==> config.mk <==
export PLATFORM = sky130hd
export DESIGN_NAME = mem_bridge
export DESIGN_NICKNAME = d
export VERILOG_FILES = /design/src/rtl/mem_bridge.sv
export SDC_FILE = /design/constraint.sdc
export NUM_CORES = 1
export LEC_CHECK = 0
export ABC_CLOCK_PERIOD_IN_PS = 3200
export BUFFER_PORTS_ARGS = -buffer_cell sky130_fd_sc_hd__buf_2
export CAP_MARGIN = 30
export CORE_MARGIN = 2
export CORE_UTILIZATION = 30
export DETAILED_ROUTE_END_ITERATION = 16
export PLACE_DENSITY = 0.58
export SLEW_MARGIN = 30
export SYNTH_ARGS = -nofsm -noshare
export SYNTH_HDL_FRONTEND = slang
export SYNTH_SLANG_ARGS = --single-unit
export TNS_END_PERCENT = 50
==> constraint.sdc <==
create_clock -name clk -period 3.2 [get_ports clk]
set_input_delay 0.8 -clock clk [delete_from_list [all_inputs] [get_ports clk]]
set_output_delay 0.8 -clock clk [all_outputs]
set_load 0.05 [all_outputs]
==> src/rtl/mem_bridge.sv <==
// Data-side memory responder: RAM window plus UART MMIO (TX FIFO, RX holding register).
// Fixed 1-cycle read latency with same-word store-to-load bypass.
module mem_bridge #(
    parameter int          DATA_W         = 32,
    parameter int          RAM_AW         = 20,
    parameter int          TXF_DEPTH      = 4,
    parameter logic [31:0] UART_DATA_ADDR = 32'hBFD0_03F8,
    parameter logic [31:0] UART_STAT_ADDR = 32'hBFD0_03FC
) (
    input  logic              clk,
    input  logic              rst,
    input  logic [31:0]       rd_addr,
    input  logic              rd_oe,
    input  logic              rd_wb,
    output logic [DATA_W-1:0] rd_data,
    input  logic [31:0]       wr_addr,
    input  logic [DATA_W-1:0] wr_data,
    input  logic              wr_we,
    input  logic              wr_wb,
    output logic [RAM_AW-1:0] ram_raddr,
    output logic              ram_re,
    input  logic [DATA_W-1:0] ram_rdata,
    output logic [RAM_AW-1:0] ram_waddr,
    output logic [DATA_W-1:0] ram_wdata,
    output logic [3:0]        ram_be,
    output logic              ram_we,
    output logic [7:0]        tx_data,
    output logic              tx_valid,
    input  logic              tx_ready,
    input  logic [7:0]        rx_data,
    input  logic              rx_valid
);

    localparam int TPW = $clog2(TXF_DEPTH);

    typedef enum logic [1:0] {
        T_NONE,
        T_RAM,
        T_UDATA,
        T_USTAT
    } tgt_t;

    logic rd_ram;
    logic rd_udata;
    logic rd_ustat;
    logic wr_ram;
    logic wr_udata;

    assign rd_ram   = rd_addr[31:22] == 10'b1000_0000_00;
    assign rd_udata = rd_addr == UART_DATA_ADDR;
    assign rd_ustat = rd_addr == UART_STAT_ADDR;
    assign wr_ram   = wr_addr[31:22] == 10'b1000_0000_00;
    assign wr_udata = wr_addr == UART_DATA_ADDR;

    // RAM port strobes
    assign ram_re    = rd_oe && rd_ram && !rst;
    assign ram_we    = wr_we && wr_ram && !rst;
    assign ram_raddr = rd_addr[RAM_AW+1:2];
    assign ram_waddr = wr_addr[RAM_AW+1:2];
    assign ram_be    = wr_wb ? (4'b0001 << wr_addr[1:0]) : 4'hF;
    assign ram_wdata = wr_wb ? {4{wr_data[7:0]}} : wr_data;

    tgt_t rd_tgt;

    always_comb begin
        rd_tgt = T_NONE;
        if (rd_oe) begin
            unique case (1'b1)
                rd_ram:   rd_tgt = T_RAM;
                rd_udata: rd_tgt = T_UDATA;
                rd_ustat: rd_tgt = T_USTAT;
                default:  rd_tgt = T_NONE;
            endcase
        end
    end

    logic do_udata_rd;
    logic do_ustat_rd;

    assign do_udata_rd = rd_tgt == T_UDATA;
    assign do_ustat_rd = rd_tgt == T_USTAT;

    // TX FIFO
    logic [7:0]   txf [TXF_DEPTH];
    logic [TPW-1:0] wp;
    logic [TPW-1:0] rp;
    logic [TPW:0]   cnt;
    logic           full;
    logic           push;
    logic           pop;

    assign full     = cnt == TPW'(0) + (TPW+1)'(TXF_DEPTH);
    assign tx_valid = cnt != '0;
    assign tx_data  = txf[rp];
    assign pop      = tx_valid && tx_ready;
    assign push     = wr_we && wr_udata && (!full || pop);

    always_ff @(posedge clk or posedge rst) begin
        if (rst) begin
            wp  <= '0;
            rp  <= '0;
            cnt <= '0;
            for (int i = 0; i < TXF_DEPTH; i++) begin
                txf[i] <= '0;
            end
        end else begin
            if (push) begin
                txf[wp] <= wr_data[7:0];
                wp      <= wp + 1'b1;
            end
            if (pop) begin
                rp <= rp + 1'b1;
            end
            case ({push, pop})
                2'b10:   cnt <= cnt + 1'b1;
                2'b01:   cnt <= cnt - 1'b1;
                default: cnt <= cnt;
            endcase
        end
    end

    // RX holding register; a fresh byte always wins over a read-side clear
    logic [7:0] rx_buf;
    logic       rx_full;
    logic       overrun;
    logic       ovr_set;

    assign ovr_set = rx_valid && rx_full && !do_udata_rd;

    always_ff @(posedge clk or posedge rst) begin
        if (rst) begin
            rx_buf  <= '0;
            rx_full <= 1'b0;
            overrun <= 1'b0;
        end else begin
            if (rx_valid) begin
                rx_buf  <= rx_data;
                rx_full <= 1'b1;
            end else if (do_udata_rd) begin
                rx_full <= 1'b0;
            end
            if (ovr_set) begin
                overrun <= 1'b1;
            end else if (do_ustat_rd) begin
                overrun <= 1'b0;
            end
        end
    end

    // Registered read request
    tgt_t              tgt_q;
    logic [1:0]        lane_q;
    logic              wb_q;
    logic [2:0]        stat_q;
    logic              byp_q;
    logic [DATA_W-1:0] byp_data_q;
    logic [3:0]        byp_be_q;

    always_ff @(posedge clk or posedge rst) begin
        if (rst) begin
            tgt_q      <= T_NONE;
            lane_q     <= '0;
            wb_q       <= 1'b0;
            stat_q     <= '0;
            byp_q      <= 1'b0;
            byp_data_q <= '0;
            byp_be_q   <= '0;
        end else begin
            tgt_q  <= rd_tgt;
            lane_q <= rd_addr[1:0];
            wb_q   <= rd_wb;
            if (do_ustat_rd) begin
                stat_q <= {overrun, rx_full, !full};
            end
            byp_q <= ram_we && ram_re && (ram_waddr == ram_raddr);
            if (ram_we) begin
                byp_data_q <= ram_wdata;
                byp_be_q   <= ram_be;
            end
        end
    end

    logic [DATA_W-1:0] merged;
    logic [7:0]        sel;

    always_comb begin
        merged = ram_rdata;
        for (int i = 0; i < 4; i++) begin
            if (byp_q && byp_be_q[i]) begin
                merged[i*8 +: 8] = byp_data_q[i*8 +: 8];
            end
        end
        sel = merged[{lane_q, 3'b000} +: 8];
    end

    always_comb begin
        rd_data = '0;
        case (tgt_q)
            T_RAM:   rd_data = wb_q ? {{(DATA_W-8){sel[7]}}, sel} : merged;
            T_UDATA: rd_data = {{(DATA_W-8){1'b0}}, rx_buf};
            T_USTAT: rd_data = {{(DATA_W-3){1'b0}}, stat_q};
            default: rd_data = '0;
        endcase
    end

endmodule

=== Yosys cells after proc, flatten, opt, wreduce, memory -nomap -nowiden ===
Index checks and enable logic that the tools add are counted.

* Register bits: 94
* Bits in latches: 0
* RAM bits: 0
* Bits in read-only memories: 0
* Input bits: 144
* Output and inout port bits: 119
* Word-level logic and storage cells: 87
* Memories: 0

* $add $sub $neg: 4
* $mul: 0
* Div/mod/pow operators: 0
* $lt $le $gt $ge: 3
* Eq/ne operators: 14
* Shifts and indexed selects: 2
* Mux-type cells: 21
* Bitwise operators: 2
* Reductions and logical operators: 24

{| class="wikitable"
|+ Operators with widths
! kind !! number
|-
| 32-bit == test, second input constant || 3
|-
| 32-bit one-hot mux with 3 select lines || 1
|-
| 32-bit two-way mux || 2
|-
| 8-bit two-way mux || 7
|-
| 32-bit bitwise mux || 1
|-
| 32-bit by 6-bit indexed part select with 8-bit output || 1
|-
| 10-bit == test, second input constant || 2
|-
| 20-bit == test || 1
|-
| 8-bit binary-select mux with 2-bit select || 1
|-
| 8-bit demux with 2-bit select || 1
|-
| 1-bit logical AND || 16
|-
| 2-bit == test, second input constant || 5
|-
| 3-bit greater-or-equal comparator, second input constant || 2
|-
| 2-bit inverter with 3-bit output || 2
|-
| 2-bit one-hot mux with 3 select lines || 1
|-
| 3-bit one-hot mux with 2 select lines || 1
|-
| 2-bit nonzero test || 3
|-
| 2-bit by 1-bit adder with 2-bit output, second input constant || 2
|-
| 2-bit by 1-bit == test with 1-bit output, second input constant || 2
|-
| 1-bit two-way mux || 4
|-
| 4-bit two-way mux || 1
|-
| 1-bit by 2-bit << shifter with 4-bit output, first input constant || 1
|-
| 3-bit by 1-bit adder with 3-bit output, second input constant || 1
|-
| 3-bit == test, second input constant || 1
|-
| 6 further kinds || 8
|}

=== Logic depth before layout (Yosys ltp) ===
Gate-level depths: netlist of run 1.

* Word-level depth: 7
* Gate-level depth with buffers: 10
* Depth with buffers taken out: 10

=== Worst setup path before layout of run 1 ===
Ideal clock, no wire load.

* Path kind: reg-to-output
* Start point: register byp_q
* End point: output port rd_data[16]
* Arrival: 2,788 ps
* Setup slack: -388 ps
* Cell stages (with the launch flop): 8
* Path buffers: 3
* Cells stage by stage: dfrtp_1 > buf_2 > nand2_1 > mux2i_1 > a221o_1 > clkbuf_1 > clkbuf_1 > a211oi_1

* Longest elaborated chain between the ends: 5

{| class="wikitable"
|+ RTL lines
! item !! line !! text
|-
| start: declaration || 155 || <nowiki>logic byp_q;</nowiki>
|-
| start signal: assignment || 175 || <nowiki>byp_q <= ram_we && ram_re && (ram_waddr == ram_raddr);</nowiki>
|-
| 1-bit logical AND || 189 || <nowiki>if (byp_q && byp_be_q[i]) begin</nowiki>
|-
| 8-bit two-way mux || 189 ||
|-
| 32-bit by 6-bit indexed part select with 8-bit output || 193 || <nowiki>sel = merged[{lane_q, 3'b000} +: 8];</nowiki>
|-
| 32-bit two-way mux * || 199 || <nowiki>T_RAM: rd_data = wb_q ? {{(DATA_W-8){sel[7]}}, sel} : merged;</nowiki>
|-
| 32-bit one-hot mux with 3 select lines * || 198 || <nowiki>case (tgt_q)</nowiki>
|-
| end: declaration || 15 || <nowiki>output logic [DATA_W-1:0] rd_data,</nowiki>
|}

Every way passes the cells marked *; elsewhere a longest branch is shown, timed or not.

=== Worst setup path in the final report of run 1 ===
* Start point: register byp_q
* End point: output port rd_data[0]

Same word-level chain as after synthesis.

==> flow_summary.toml, run 1 <==
[critical_path]
worstSetupPathType = "reg2out"
timing.rr.start = "cnt[0]"
cpMaxStageDelayCell = "sky130_fd_sc_hd__dfrtp_1"
end_kind = "primary output"
reg2regPathDepth = 10
critical_path_peak_fanout = 6
timing.critical_path.cells = "nand2_1 > buf_4 > mux2i_2 > a211oi_1 > or3_1 > buf_2"
r2r_end = "cnt[2]"
worst-endpoint-required_ns = 2.40
critPathMaxStageDelay_ns = 0.40
reg2reg_slack_ns = 0.76
start_kind = "register"
worst-path-buf-inv = 2
critical_path_arrival_ns = 2.30
worst_path_dominant_cell_family = "simple AND/OR/NAND/NOR gates"

[yosys]
synth_edf_count = 0
synth.top_cells.by_area = "sky130_fd_sc_hd__dfrtp_1 39%, sky130_fd_sc_hd__mux2_2 15%, sky130_fd_sc_hd__buf_4 5.9%"
synth_sequential_area_ratio_pct = 38.5
synth_cell_type_count = 54
post-synth-top-area-fraction_pct = 38.5
synth.avg_cell_area_um2 = 10.3
synthArstFlopShare_pct = 100
synth_ff_type = "sky130_fd_sc_hd__dfrtp_1"
postSynthCellCount = 592
synthesis.nets = 742
synth.cell_area_um2 = 6100
yosys-top-cells-count = "94 x sky130_fd_sc_hd__dfrtp_1, 79 x sky130_fd_sc_hd__mux2_2, 48 x sky130_fd_sc_hd__buf_4"
post-synth-top-area-cell = "sky130_fd_sc_hd__dfrtp_1"
most_common_cell_in_the_synthesized_netlist = "sky130_fd_sc_hd__dfrtp_1"
synth-warning-count = 0
synth.ff_latch_count = 94

[routing]
route.vias.total = 5522
drt-pass1-iter-count = 5
met3_wirelength_mm = 1.08
wire_length_on_met2_mm = 9.47
route.detailed.wl_per_inst_um = 18.8
routed_via_density = 5.05
dr.first_iter.drc_count = 343
met1_length_mm = 9.65
drt_wl_total_mm = 20.6
ant_nets = 0
remaining_drc_errors = 0
route.top_layer_used = "met4"

[flow_run]
drv_cap = 0

[final_layout]
filler_cells = 2044
regArea_um2 = 2350
layout-drive-gt1-share_pct = 50.5
final_cell_area_um2 = 7940
num-nets-final = 969
instances_no_fill = 1094
postLayoutCoreUtil_pct = 39.5
diodes = 0
multi_input_comb_area_um2 = 3170
areaGrowthSynthToFinish_pct = 30.0

[sta]
max-slew-margin-rel_pct = 59.8
fin_ws_ns = 0.103
fin_worst_skew_ns = 0.00329
fmax_mhz = 323
hold_violations = 0
timing.final.max_slew_violations = 0
tightest_slew_ns = 0.603
finalWorstPathRequiredPeriod_ns = 3.10
final-setup-viol-count = 0
finalCritPeriodShare_pct = 96.8

[placed_design]
detailed_place.area_um2 = 7570
place.detailed.hpwl_mm = 16.8
numPlacedInstances = 1077
port_buffers = 262
worst_slack_after_detailed_placement_ns = 0.197
gp_congestion = 0.985

[global_routing]
grt_first_pass_wirelength_mm = 30.8
grt_pass1_vias = 5328
gr-total-overflow = 0
globalRouteTotalUtil_pct = 18.6
initial_antenna_violation_count = 0
grt_max_degree = 37

[hold_path]
whs_path_depth = 1
holdCritPathClass = "reg2reg"
min-delay-start = "txf[0]"
min_to = "txf[0]"

[floorplanning]
coreArea_um2 = 20100
design.portCount = 263
die_outline_area_um2 = 21500
num_rows = 52
die_y_um = 147
floorplan.die.width_um = 147
starting_density_of_the_core_pct = 30.4

[clock_tree]
cts_buffers = 9
cts.clk_slew.worst_paths_ns = 0.07
sink_count_of_the_clock_tree = 94
clk_path_buf_depth = 2
clock-root-buffer = "sky130_fd_sc_hd__clkbuf_16"
clock_insertion_delay_worst_skew_ns = 0.35
cts_tree = "done"
htreeDepth = 3

[power_and_ir_drop]
reported_leakage_power_nw = 4.15
design_power_total_mw = 3.29
p_per_area_nw_per_um2 = 414
ir_drop_v = 0.000310

[status]
status = "finished, final reports clean"
## logic make-up after synthesis
logic type               Yosys count  synth area share, %
adder cells (fa/ha/maj)            6                 1.35
multiplexers                      98                 19.4
flip-flops                        94                 38.5
buffers and inverters            118                 10.3
XOR/XNOR                          26                 3.73
AO/OA/AOI/OAI                    110                 12.0
AND/OR/NAND/NOR                  140                 14.7
## state kept, by name, indices dropped and copies added, names as in the netlist, 2 cells and up
register / count
lane_q: 2
stat_q: 3
rx_buf: 8
byp_data_q: 32
txf: 32
wp: 2
rp: 2
tgt_q: 2
cnt: 3
byp_be_q: 4
## placed cells by master, fill, tap and decap left out, types with 3 or more instances in the layout
master	n
sky130_fd_sc_hd__a31oi_1	5
sky130_fd_sc_hd__xnor2_1	19
sky130_fd_sc_hd__nand4b_1	4
sky130_fd_sc_hd__nand2_1	23
sky130_fd_sc_hd__nor2b_1	3
sky130_fd_sc_hd__nor4_1	7
sky130_fd_sc_hd__nor4_4	4
sky130_fd_sc_hd__xor2_1	7
sky130_fd_sc_hd__a21boi_0	4
sky130_fd_sc_hd__or4_1	3
sky130_fd_sc_hd__mux2i_1	9
sky130_fd_sc_hd__inv_1	40
sky130_fd_sc_hd__nor3_1	20
sky130_fd_sc_hd__a211oi_1	40
sky130_fd_sc_hd__a211o_1	6
sky130_fd_sc_hd__nor3_2	5
sky130_fd_sc_hd__mux2_2	79
sky130_fd_sc_hd__nor2_1	6
sky130_fd_sc_hd__clkbuf_16	9
sky130_fd_sc_hd__buf_4	33
sky130_fd_sc_hd__nor4b_1	4
sky130_fd_sc_hd__mux4_2	8
sky130_fd_sc_hd__a21oi_1	8
sky130_fd_sc_hd__ha_1	5
sky130_fd_sc_hd__buf_2	254
sky130_fd_sc_hd__clkbuf_4	3
sky130_fd_sc_hd__and3_1	24
sky130_fd_sc_hd__nand4_1	11
sky130_fd_sc_hd__dfrtp_1	94
sky130_fd_sc_hd__o21ai_0	34
sky130_fd_sc_hd__or3_1	4
sky130_fd_sc_hd__nor4bb_1	3
sky130_fd_sc_hd__nand3_1	6
## stage by stage
stage                     hold WS, ns  TNS (ns)
after floorplan                 0.452     -6.55
after global placement          0.473         0
after detailed placement        0.481         0
after CTS                       0.496         0
after global routing            0.518   -0.0212
final                           0.504         0
## layer usage
metal,vias to the layer above,GRT usage (%)
li1,2602,-
met1,2686,26.7
met2,206,29.0
met3,28,3.50
met4,0,4.22
met5,-,0
## layout make-up
| class | count | area share, % |
|---|---|---|
| Tap cell | 270 | 4.26 |
| Sequential cell | 94 | 29.6 |
| Inverter | 41 | 1.99 |
| Clock inverter | 7 | 1.21 |
| Clock buffer | 9 | 2.84 |
| Multi-Input combinational cell | 380 | 40.0 |
| Timing Repair Buffer | 293 | 20.1 |
## repair_timing
action                                  in CTS  in global routing
hold buffers                                 0                  0
gates resized for setup                      1                 15
setup buffers                                0                  1
pin swaps                                    0                  1
endpoints found under the hold margin        0                  0
endpoints found under the setup margin       1                 22
## report_power, final
| group | switching (mW) | internal, mW |
|---|---|---|
| clock network | 0.478 | 0.687 |
| registers | 0.0925 | 1.24 |
| logic | 0.514 | 0.278 |
| total | 1.08 | 2.20 |
## worst max path at each step
stage | from | end | slack (ns) | cells past startpoint
after floorplan | byp_q | rd_data[16] | -0.39 | 7
after detailed placement | ram_rdata[31] | rd_data[7] | 0.20 | 6
final | byp_q | rd_data[0] | 0.10 | 6
after global routing | byp_q | rd_data[10] | -0.02 | 7
after CTS | byp_q | rd_data[23] | 0.003 | 7
after global placement | ram_rdata[31] | rd_data[7] | 0.24 | 6
Note: power is estimated with default switching activity, not from simulation.
==> inputs of run 2 (changes only) <==
- ABC_CLOCK_PERIOD_IN_PS: 3200 -> 3450
- PLACE_DENSITY: 0.58 -> 0.56
- clock period: 3.2 -> 3.45 ns (I/O delays scaled with it)
==> run 2 against run 1 <==
Compared with the run above:
- cell area down 1.6%
- sequential share of layout area up 0.50 points
- largest cell class unchanged
- largest power group unchanged
- setup slack better by 0.051 ns
==> flow_summary.toml, run 2 (synthesis results as in run 1) <==
[global_routing]
gr-total-overflow = 0
grt_max_degree = 59
globalRouteTotalUtil_pct = 19.2
grt_first_pass_wirelength_mm = 31.7
initial_antenna_violation_count = 0
grt_pass1_vias = 5368

[status]
status = "finished, final reports clean"

[critical_path]
most_numerous_cell_on_the_critical_path = "sky130_fd_sc_hd__buf_4"
critical_path_arrival_ns = 2.43
critical_path_peak_fanout = 24
start_kind = "register"
timing.critical_path.cells = "buf_4 > nand2_1 > a211o_1 > a211oi_2 > buf_4 > nor3_1 > buf_2"
critPathMaxStageDelay_ns = 0.45
end_kind = "primary output"
worst_path_dominant_cell_family = "buffers and inverters"
cpMaxStageDelayCell = "sky130_fd_sc_hd__dfrtp_2"
worst-endpoint-required_ns = 2.59
worst-path-buf-inv = 3
worstSetupPathType = "reg2out"

[power_and_ir_drop]
reported_leakage_power_nw = 4.11
ir_drop_v = 0.000303
design_power_total_mw = 3.01
p_per_area_nw_per_um2 = 386

[clock_tree]
sink_count_of_the_clock_tree = 94
clk_path_buf_depth = 2
cts_setup_buffers = 0
cts.clk_slew.worst_paths_ns = 0.06
htreeDepth = 3
cts_tree = "done"
cts_buffers = 9
clock-root-buffer = "sky130_fd_sc_hd__clkbuf_16"
clock_insertion_delay_worst_skew_ns = 0.34

[sta]
hold_violations = 0
timing.final.max_slew_violations = 0
fmax_mhz = 303
final-setup-viol-count = 0
rsz0062_at_grt = "false"
tightest_slew_ns = 0.742
finalCritPeriodShare_pct = 95.5
fin_worst_skew_ns = 0.00502
finalWorstPathRequiredPeriod_ns = 3.30
max-slew-margin-rel_pct = 50.5

[routing]
drt_wl_total_mm = 20.7
drt-pass1-iter-count = 4
route.top_layer_used = "met4"
route.detailed.wl_per_inst_um = 19.1
dr.first_iter.drc_count = 355
remaining_drc_errors = 0
routed_via_density = 5.01
met1_length_mm = 9.76
met3_wirelength_mm = 1.15
wire_length_on_met2_mm = 9.58
ant_nets = 0
route.vias.total = 5439

[final_layout]
layout-drive-gt1-share_pct = 49.4
areaGrowthSynthToFinish_pct = 28.0
final_cell_area_um2 = 7810
most_frequent_cells_in_the_layout = "262 x sky130_fd_sc_hd__buf_2, 93 x sky130_fd_sc_hd__dfrtp_1, 79 x sky130_fd_sc_hd__mux2_2"
commonest_non_fill_non_tap_cell_in_the_layout = "sky130_fd_sc_hd__buf_2"
num-nets-final = 961
diodes = 0
reg_top3 = "byp_data_q x32, txf x32, rx_buf x8"

[floorplanning]
starting_density_of_the_core_pct = 30.4
die_outline_area_um2 = 21500
design.portCount = 263
die_y_um = 147
coreArea_um2 = 20100
num_rows = 52
floorplan.die.width_um = 147

[placed_design]
detailed_place.area_um2 = 7490
port_buffers = 262
gp_congestion = 0.957
place.detailed.hpwl_mm = 16.9

[flow_run]
drv_cap = 0

[hold_path]
holdCritPathClass = "reg2reg"
==> run 2: through the flow <==
stage          std cells  setup TNS (ns)  worst slack (ns)  utilization [%]  hold slack, ns
5_1_grt             1086               0            0.0147             38.8           0.513
3_3_place_gp        1070               0             0.329             37.3           0.467
3_5_place_dp        1070               0             0.366             37.3           0.473
4_1_cts             1086               0            0.0552             38.8           0.488
6_report            1086               0             0.154             38.8           0.482
2_1_floorplan        592           -3.07            -0.201                -           0.452
==> run 2: layout make-up <==
cell class                      count  area [um2]
Clock buffer                       10         229
Clock inverter                      6        86.3
Sequential cell                    94        2350
Multi-Input combinational cell    380        3150
Inverter                           41         156
Fill cell                        2104       12300
Timing Repair Buffer              285        1500
Tap cell                          270         338
==> run 2: metal layers <==
layer | track usage [%] | up-vias
met4 | 3.69 | 0
met3 | 4.50 | 18
met1 | 27.1 | 2670
met2 | 30.3 | 178
li1 | - | 2573
met5 | 0 | -
==> run 2: worst paths after layout <==
path | cells after the start | start | slack [ns] | to
max | 7 | byp_q | 0.15 | rd_data[9]
max in group asynchronous | 3 | rst | 2.09 | txf[6]
min reg2reg | 1 | txf[11] | 0.48 | txf[11]
min | 1 | txf[11] | 0.48 | txf[11]
max reg2reg | 10 | cnt[0] | 0.91 | cnt[2]
min in group asynchronous | 2 | rst | 0.68 | byp_be_q[0]
==> run 2: timing repair <==
| item | 4_1_cts | 5_1_grt |
|---|---|---|
| hold buffers | 0 | 0 |
| endpoints found under the setup margin | 0 | 25 |
| gates resized for setup | 0 | 1 |
==> run 2: where the power goes <==
group / switching (mW) / internal, mW
registers: 0.0826 / 1.15
clock network: 0.418 / 0.634
logic: 0.480 / 0.252
